==> src/rtl/mem_arbiter_if.sv <==
// Bus bundle between the IF/LS requesters, the memory arbiter and the
// single-port main memory. The slave side is the arbiter; the master side
// is whatever drives the requests and models the memory.
interface mem_arbiter_if;
    logic        i_if_req;
    logic [31:0] i_if_addr;
    logic        o_if_ack;
    logic [31:0] o_if_rdata;

    logic        i_ls_req;
    logic [31:0] i_ls_addr;
    logic        i_ls_wr_en;
    logic [1:0]  i_ls_size;
    logic        i_ls_unsigned;
    logic [31:0] i_ls_wr_val;
    logic        o_ls_ack;
    logic [31:0] o_ls_rdata;

    logic [31:0] o_mem_addr;
    logic        o_mem_wr_en;
    logic [31:0] o_mem_wr_val;
    logic [31:0] i_mem_val;

    modport slave (
        input  i_if_req, i_if_addr,
        output o_if_ack, o_if_rdata,
        input  i_ls_req, i_ls_addr, i_ls_wr_en, i_ls_size, i_ls_unsigned, i_ls_wr_val,
        output o_ls_ack, o_ls_rdata,
        output o_mem_addr, o_mem_wr_en, o_mem_wr_val,
        input  i_mem_val
    );

    modport master (
        output i_if_req, i_if_addr,
        input  o_if_ack, o_if_rdata,
        output i_ls_req, i_ls_addr, i_ls_wr_en, i_ls_size, i_ls_unsigned, i_ls_wr_val,
        input  o_ls_ack, o_ls_rdata,
        input  o_mem_addr, o_mem_wr_en, o_mem_wr_val,
        output i_mem_val
    );
endinterface

==> src/rtl/mem_arbiter.sv <==
// Arbiter/sequencer sharing one single-port word memory between the
// instruction-fetch port and the load/store port. Sub-word stores are done
// as read-modify-write; loads are sign/zero extended. LS has priority unless
// IF has lost STARVE_LIMIT times in a row.
module mem_arbiter #(
    parameter int STARVE_LIMIT = 3
) (
    input  logic          i_clk,
    input  logic          i_rst,
    mem_arbiter_if.slave  bus
);

    typedef enum logic [1:0] {IDLE, RMW_WR, RESP} state_t;

    state_t      r_state;
    state_t      w_next;
    logic [1:0]  r_starve;
    logic        r_gnt_ls;
    logic [31:0] r_if_rdata;
    logic [31:0] r_ls_rdata;
    logic [31:0] r_rmw_buf;

    logic        w_if_win;
    logic        w_ls_win;
    logic        w_if_gnt;
    logic        w_sub;
    logic [31:0] w_mem_addr;
    logic        w_wr_en;
    logic [31:0] w_wr_val;

    // Extend the addressed byte/halfword of a memory word to 32 bits.
    function automatic logic [31:0] extend(input logic [31:0] v, input logic [1:0] sz,
                                           input logic uns);
        logic [31:0] r;
        case (sz)
            2'b00:   r = uns ? {24'b0, v[7:0]}  : {{24{v[7]}}, v[7:0]};
            2'b01:   r = uns ? {16'b0, v[15:0]} : {{16{v[15]}}, v[15:0]};
            default: r = v;
        endcase
        return r;
    endfunction

    // Splice the low store bytes into the word read during the RMW read phase.
    function automatic logic [31:0] merge(input logic [31:0] old, input logic [31:0] wv,
                                          input logic [1:0] sz);
        logic [31:0] r;
        if (sz == 2'b00) r = {old[31:8], wv[7:0]};
        else             r = {old[31:16], wv[15:0]};
        return r;
    endfunction

    assign w_if_win = bus.i_if_req && (int'(r_starve) >= STARVE_LIMIT);
    assign w_ls_win = bus.i_ls_req && !w_if_win;
    assign w_if_gnt = bus.i_if_req && !w_ls_win;
    assign w_sub    = (bus.i_ls_size[1] == 1'b0);

    // State register.
    always_ff @(posedge i_clk or posedge i_rst) begin
        if (i_rst) r_state <= IDLE;
        else       r_state <= w_next;
    end

    // Next state and memory-side drive for the current transaction phase.
    always_comb begin
        w_next     = r_state;
        w_mem_addr = bus.i_if_addr;
        w_wr_en    = 1'b0;
        w_wr_val   = 32'b0;
        case (r_state)
            IDLE: begin
                if (w_ls_win) begin
                    w_mem_addr = bus.i_ls_addr;
                    if (bus.i_ls_wr_en && w_sub) begin
                        w_next = RMW_WR;
                    end else begin
                        w_wr_en  = bus.i_ls_wr_en;
                        w_wr_val = bus.i_ls_wr_en ? bus.i_ls_wr_val : 32'b0;
                        w_next   = RESP;
                    end
                end else if (w_if_gnt) begin
                    w_next = RESP;
                end
            end
            RMW_WR: begin
                w_mem_addr = bus.i_ls_addr;
                w_wr_en    = 1'b1;
                w_wr_val   = merge(r_rmw_buf, bus.i_ls_wr_val, bus.i_ls_size);
                w_next     = RESP;
            end
            RESP:    w_next = IDLE;
            default: w_next = IDLE;
        endcase
    end

    // Grant bookkeeping, starvation counter and read-data capture in IDLE.
    always_ff @(posedge i_clk or posedge i_rst) begin
        if (i_rst) begin
            r_starve   <= 2'd0;
            r_gnt_ls   <= 1'b0;
            r_if_rdata <= 32'b0;
            r_ls_rdata <= 32'b0;
            r_rmw_buf  <= 32'b0;
        end else if (r_state == IDLE) begin
            if (w_ls_win) begin
                r_gnt_ls <= 1'b1;
                if (!bus.i_ls_wr_en)
                    r_ls_rdata <= extend(bus.i_mem_val, bus.i_ls_size, bus.i_ls_unsigned);
                else if (w_sub)
                    r_rmw_buf <= bus.i_mem_val;
                if (bus.i_if_req)
                    r_starve <= (r_starve == 2'd3) ? 2'd3 : r_starve + 2'd1;
            end else if (w_if_gnt) begin
                r_gnt_ls   <= 1'b0;
                r_if_rdata <= bus.i_mem_val;
                r_starve   <= 2'd0;
            end
        end
    end

    assign bus.o_mem_addr   = w_mem_addr;
    assign bus.o_mem_wr_en  = w_wr_en && !i_rst;
    assign bus.o_mem_wr_val = w_wr_val;
    assign bus.o_if_ack     = (r_state == RESP) && !r_gnt_ls;
    assign bus.o_ls_ack     = (r_state == RESP) && r_gnt_ls;
    assign bus.o_if_rdata   = r_if_rdata;
    assign bus.o_ls_rdata   = r_ls_rdata;

endmodule

==> src/flat_wrapper.sv <==
// flat-port wrapper written by rule: the top's interface ports become plain ports
module mem_arbiter_flat 
#(
    parameter int STARVE_LIMIT = 3
)
  (i_clk, i_rst, bus_i_if_req, bus_i_if_addr, bus_o_if_ack, bus_o_if_rdata, bus_i_ls_req, bus_i_ls_addr, bus_i_ls_wr_en, bus_i_ls_size, bus_i_ls_unsigned, bus_i_ls_wr_val, bus_o_ls_ack, bus_o_ls_rdata, bus_o_mem_addr, bus_o_mem_wr_en, bus_o_mem_wr_val, bus_i_mem_val);
  mem_arbiter_if bus_i ();
  input  logic i_clk;
  input  logic i_rst;
  input wire logic [$bits(bus_i.i_if_req)-1:0] bus_i_if_req;
  input wire logic [$bits(bus_i.i_if_addr)-1:0] bus_i_if_addr;
  output wire logic [$bits(bus_i.o_if_ack)-1:0] bus_o_if_ack;
  output wire logic [$bits(bus_i.o_if_rdata)-1:0] bus_o_if_rdata;
  input wire logic [$bits(bus_i.i_ls_req)-1:0] bus_i_ls_req;
  input wire logic [$bits(bus_i.i_ls_addr)-1:0] bus_i_ls_addr;
  input wire logic [$bits(bus_i.i_ls_wr_en)-1:0] bus_i_ls_wr_en;
  input wire logic [$bits(bus_i.i_ls_size)-1:0] bus_i_ls_size;
  input wire logic [$bits(bus_i.i_ls_unsigned)-1:0] bus_i_ls_unsigned;
  input wire logic [$bits(bus_i.i_ls_wr_val)-1:0] bus_i_ls_wr_val;
  output wire logic [$bits(bus_i.o_ls_ack)-1:0] bus_o_ls_ack;
  output wire logic [$bits(bus_i.o_ls_rdata)-1:0] bus_o_ls_rdata;
  output wire logic [$bits(bus_i.o_mem_addr)-1:0] bus_o_mem_addr;
  output wire logic [$bits(bus_i.o_mem_wr_en)-1:0] bus_o_mem_wr_en;
  output wire logic [$bits(bus_i.o_mem_wr_val)-1:0] bus_o_mem_wr_val;
  input wire logic [$bits(bus_i.i_mem_val)-1:0] bus_i_mem_val;
  assign bus_i.i_if_req = bus_i_if_req;
  assign bus_i.i_if_addr = bus_i_if_addr;
  assign bus_o_if_ack = bus_i.o_if_ack;
  assign bus_o_if_rdata = bus_i.o_if_rdata;
  assign bus_i.i_ls_req = bus_i_ls_req;
  assign bus_i.i_ls_addr = bus_i_ls_addr;
  assign bus_i.i_ls_wr_en = bus_i_ls_wr_en;
  assign bus_i.i_ls_size = bus_i_ls_size;
  assign bus_i.i_ls_unsigned = bus_i_ls_unsigned;
  assign bus_i.i_ls_wr_val = bus_i_ls_wr_val;
  assign bus_o_ls_ack = bus_i.o_ls_ack;
  assign bus_o_ls_rdata = bus_i.o_ls_rdata;
  assign bus_o_mem_addr = bus_i.o_mem_addr;
  assign bus_o_mem_wr_en = bus_i.o_mem_wr_en;
  assign bus_o_mem_wr_val = bus_i.o_mem_wr_val;
  assign bus_i.i_mem_val = bus_i_mem_val;
  mem_arbiter #(.STARVE_LIMIT(STARVE_LIMIT)) u_core (.i_clk(i_clk), .i_rst(i_rst), .bus(bus_i));
endmodule
==> config.mk <==
export PLATFORM = sky130hd
export DESIGN_NAME = mem_arbiter_flat
export DESIGN_NICKNAME = d
export VERILOG_FILES = /design/src/rtl/mem_arbiter_if.sv /design/src/rtl/mem_arbiter.sv /design/src/flat_wrapper.sv
export SDC_FILE = /design/constraint.sdc
export NUM_CORES = 1
export LEC_CHECK = 0
export CAP_MARGIN = 10
export CORE_ASPECT_RATIO = 1.25
export CORE_MARGIN = 4
export CORE_UTILIZATION = 30
export DETAILED_ROUTE_END_ITERATION = 10
export PLACE_DENSITY = 0.65
export SLEW_MARGIN = 15
export SYNTH_ARGS = -nofsm -noshare
export SYNTH_HDL_FRONTEND = slang
export SYNTH_SLANG_ARGS = --single-unit
==> constraint.sdc <==
create_clock -name i_clk -period 9 [get_ports i_clk]
set_input_delay 1.8 -clock i_clk [delete_from_list [all_inputs] [get_ports i_clk]]
set_output_delay 1.8 -clock i_clk [all_outputs]
set_load 0.03 [all_outputs]
==> reports/results.ini <==
[sta]
finalMaxSlewViolations = 0
period_needed_ns = 6.43
worstMarginPinSlew_ns = 1.09
rsz0062_at_grt = no
max_freq_mhz = 156
finalSetupViolations = 0
tns_ns = 0
finalHoldViolCount = 0
period_share_pct = 71.4
maxSlewHeadroom_pct = 27.2
skew_ns = 0.00782

[status]
status = finished clean

[pwr]
combPwrFrac_pct = 47.3
peakVddDrop_uv = 171
clockPowerShare_pct = 19.0
p_seq_share_pct = 33.7
intPower_mw = 1.22
p_per_area_nw_per_um2 = 255
p_sw_mw = 0.765
power.leakage_nw = 3.21
switching_share_pct = 38.4

[synthesis]
synth.cell_area_um2 = 4670
synth_warnings = 0
ys_ff_latch = 93
synth_flop_cell = dfrtp_1
yosysUniqueCellTypes = 38
synth_edf_count = 0
async_flop_share_pct = 100
synth_cells = 368
ys_seq_area_share_pct = 49.8
syn_avg_cell_area_um2 = 12.7
synth.net_count = 504

[hold_path]
holdCritStartpoint = u_core.bus.o_if_rdata[0]
min_path_type = reg -> reg

[global_routing]
top_usage_layer = met2
antenna_found_initial = 0
met3_usage_pct = 7.88
grtUsageMet2_pct = 33.4
grt_pass1_vias = 4294
grtUsageTotal_pct = 19.8
grt_max_degree = 73
overflow = 0
grt_pass1_wl_mm = 26.6
use_met1_pct = 22.7

[finish]
layout_commonest_cell = clkdlybuf4s50_1
instances_no_fill = 834
layout_common_cells = clkdlybuf4s50_1, mux2_2, dfrtp_1
antenna_cells = 0
layout-drive-gt1-share_pct = 23.3
final_nets = 757
syn_to_final_growth_pct = 67.0
fillerInstances = 1373

[die]
ios = 267
core_um2 = 15100
die_w_um = 120
rows = 50
fp.dieH_um = 148
die-area_um2 = 17700
start_util_pct = 30.9

[routing]
dr.pass1.iters = 4
ant_nets = 0
wirelength_mm = 17.7
vias_per_cell = 4.76
via_count = 3966
drt_iter0_markers = 154
drt-wirelength-per-cell_um = 21.2
drc = 0

[critical_path]
r2r_cells = 4
start_kind = input port
cp_max_fo = 22
ff2ff_setup_slack_ns = 6.36
end_kind = output port
crit_end = bus_o_mem_wr_val[15]
crit_start = bus_i_ls_size[1]
required_ns = 7.20
reg2reg_from = u_core.r_state[1]
critPathArrivalTime_ns = 4.63
worstReg2RegEnd = u_core.bus.o_ls_rdata[0]
worstSetupPathType = in -> out

[clocking]
h-tree-depth = 3
clockBufferDepth = 2
clk_pin_slew_ns = 0.07
numCtsBuffers = 9
ctsResizeCount = 0
clock_sinks = 93
cts_hold_buf = 0
postCtsSetupRepairBufs = 0
clock_latency_ns = 0.36
cts-root-buf = clkbuf_16
cts_tree = yes

[place]
place_hpwl_mm = 13.9
placed_cells_incl_taps = 818
portBuffers = 266
gp_congestion = 0.781

[job]
maxCapViolCount = 0

[worst max-delay path, stage by stage]
cell             delay [ns]
clkdlybuf4s50_1        1.03
nand2_1                0.23
or3_2                  0.49
a211oi_1               0.28
clkdlybuf4s50_1        0.78
[cells in the mapped netlist (2+ instances only)]
| library cell | number | area [um^2] |
|---|---|---|
| nor2b_1 | 11 | 68.8 |
| mux2i_1 | 9 | 90.1 |
| and3_1 | 7 | 43.8 |
| clkbuf_1 | 15 | 56.3 |
| a31oi_1 | 3 | 18.8 |
| a221o_1 | 6 | 60.1 |
| inv_1 | 12 | 45.0 |
| a21oi_1 | 8 | 40.0 |
| mux2_4 | 19 | 285 |
| dfrtp_1 | 93 | 2330 |
| nor3_1 | 2 | 10.0 |
| nand2_1 | 19 | 71.3 |
| buf_6 | 2 | 22.5 |
| o21ai_0 | 19 | 95.1 |
| mux2_2 | 93 | 1050 |
| nor2_1 | 3 | 11.3 |
| buf_2 | 8 | 40.0 |
| or2_2 | 2 | 12.5 |
| buf_12 | 2 | 40.0 |
| a22o_1 | 16 | 140 |
| a211oi_1 | 2 | 15.0 |
[area by class of cell]
cell class	instances	area [um^2]	area share, %
clock buffers	9	225	2.89
clock inverters	7	67.6	0.866
inverters	12	47.5	0.609
multi-input cells	235	2180	28.0
flip-flops and latches	93	2330	29.8
well taps	208	260	3.33
repair buffers	270	2690	34.5
[how the worst min path moves through the flow]
stage	endpoint	slack (ns)	cells after the start
after floorplan	u_core.r_gnt_ls	0.46	2
after global placement	u_core.bus.o_if_rdata[0]	0.47	1
after detailed placement	u_core.bus.o_if_rdata[0]	0.49	1
after CTS	u_core.bus.o_if_rdata[0]	0.50	1
after global routing	u_core.bus.o_if_rdata[21]	0.52	1
final	u_core.bus.o_if_rdata[0]	0.50	1
[through the flow]
stage                     utilization (%)  instance area [um^2]  power (mW)  worst slack [ns]  hold WS (ns)
final                                51.6                  7800        1.99              2.57         0.497
after global routing                 51.6                  7800        2.08              2.33         0.525
after CTS                            51.5                  7800        2.01              2.56         0.503
after detailed placement             49.6                  7510        1.63              2.60         0.488
after global placement               49.6                  7510        1.61              2.61         0.469
after floorplan                         -                  4670        1.19              3.71         0.464
[power groups by stage]
stage	clock network, mW	logic [mW]	registers (mW)
2_1_floorplan	0	0.321	0.873
3_3_place_gp	0	0.941	0.671
3_5_place_dp	0	0.948	0.678
4_1_cts	0.387	0.951	0.671
5_1_grt	0.405	0.987	0.690
6_report	0.378	0.940	0.671
[sequential cells by signal, indices dropped and copies added, names as in the netlist]
| register | flops |
|---|---|
| u_core.bus.o_if_rdata | 32 |
| u_core.bus.o_ls_rdata | 32 |
| u_core.r_gnt_ls | 1 |
| u_core.r_rmw_buf | 24 |
| u_core.r_starve | 2 |
| u_core.r_state | 2 |
[logic make-up after synthesis]
family / Yosys count / share of synthesized area [%]
flip-flops: 93 / 49.8
buffers and inverters: 40 / 4.44
multiplexers: 122 / 30.7
AND/OR/NAND/NOR: 54 / 6.27
AO/OA/AOI/OAI: 59 / 8.81
[metal layers]
metal | vias up | wire length, um
li1 | 1829 | -
met1 | 1912 | 6840
met2 | 202 | 8630
met3 | 23 | 1840
met4 | 0 | 397
met5 | - | 0
Note: power is estimated with default switching activity, not from simulation.
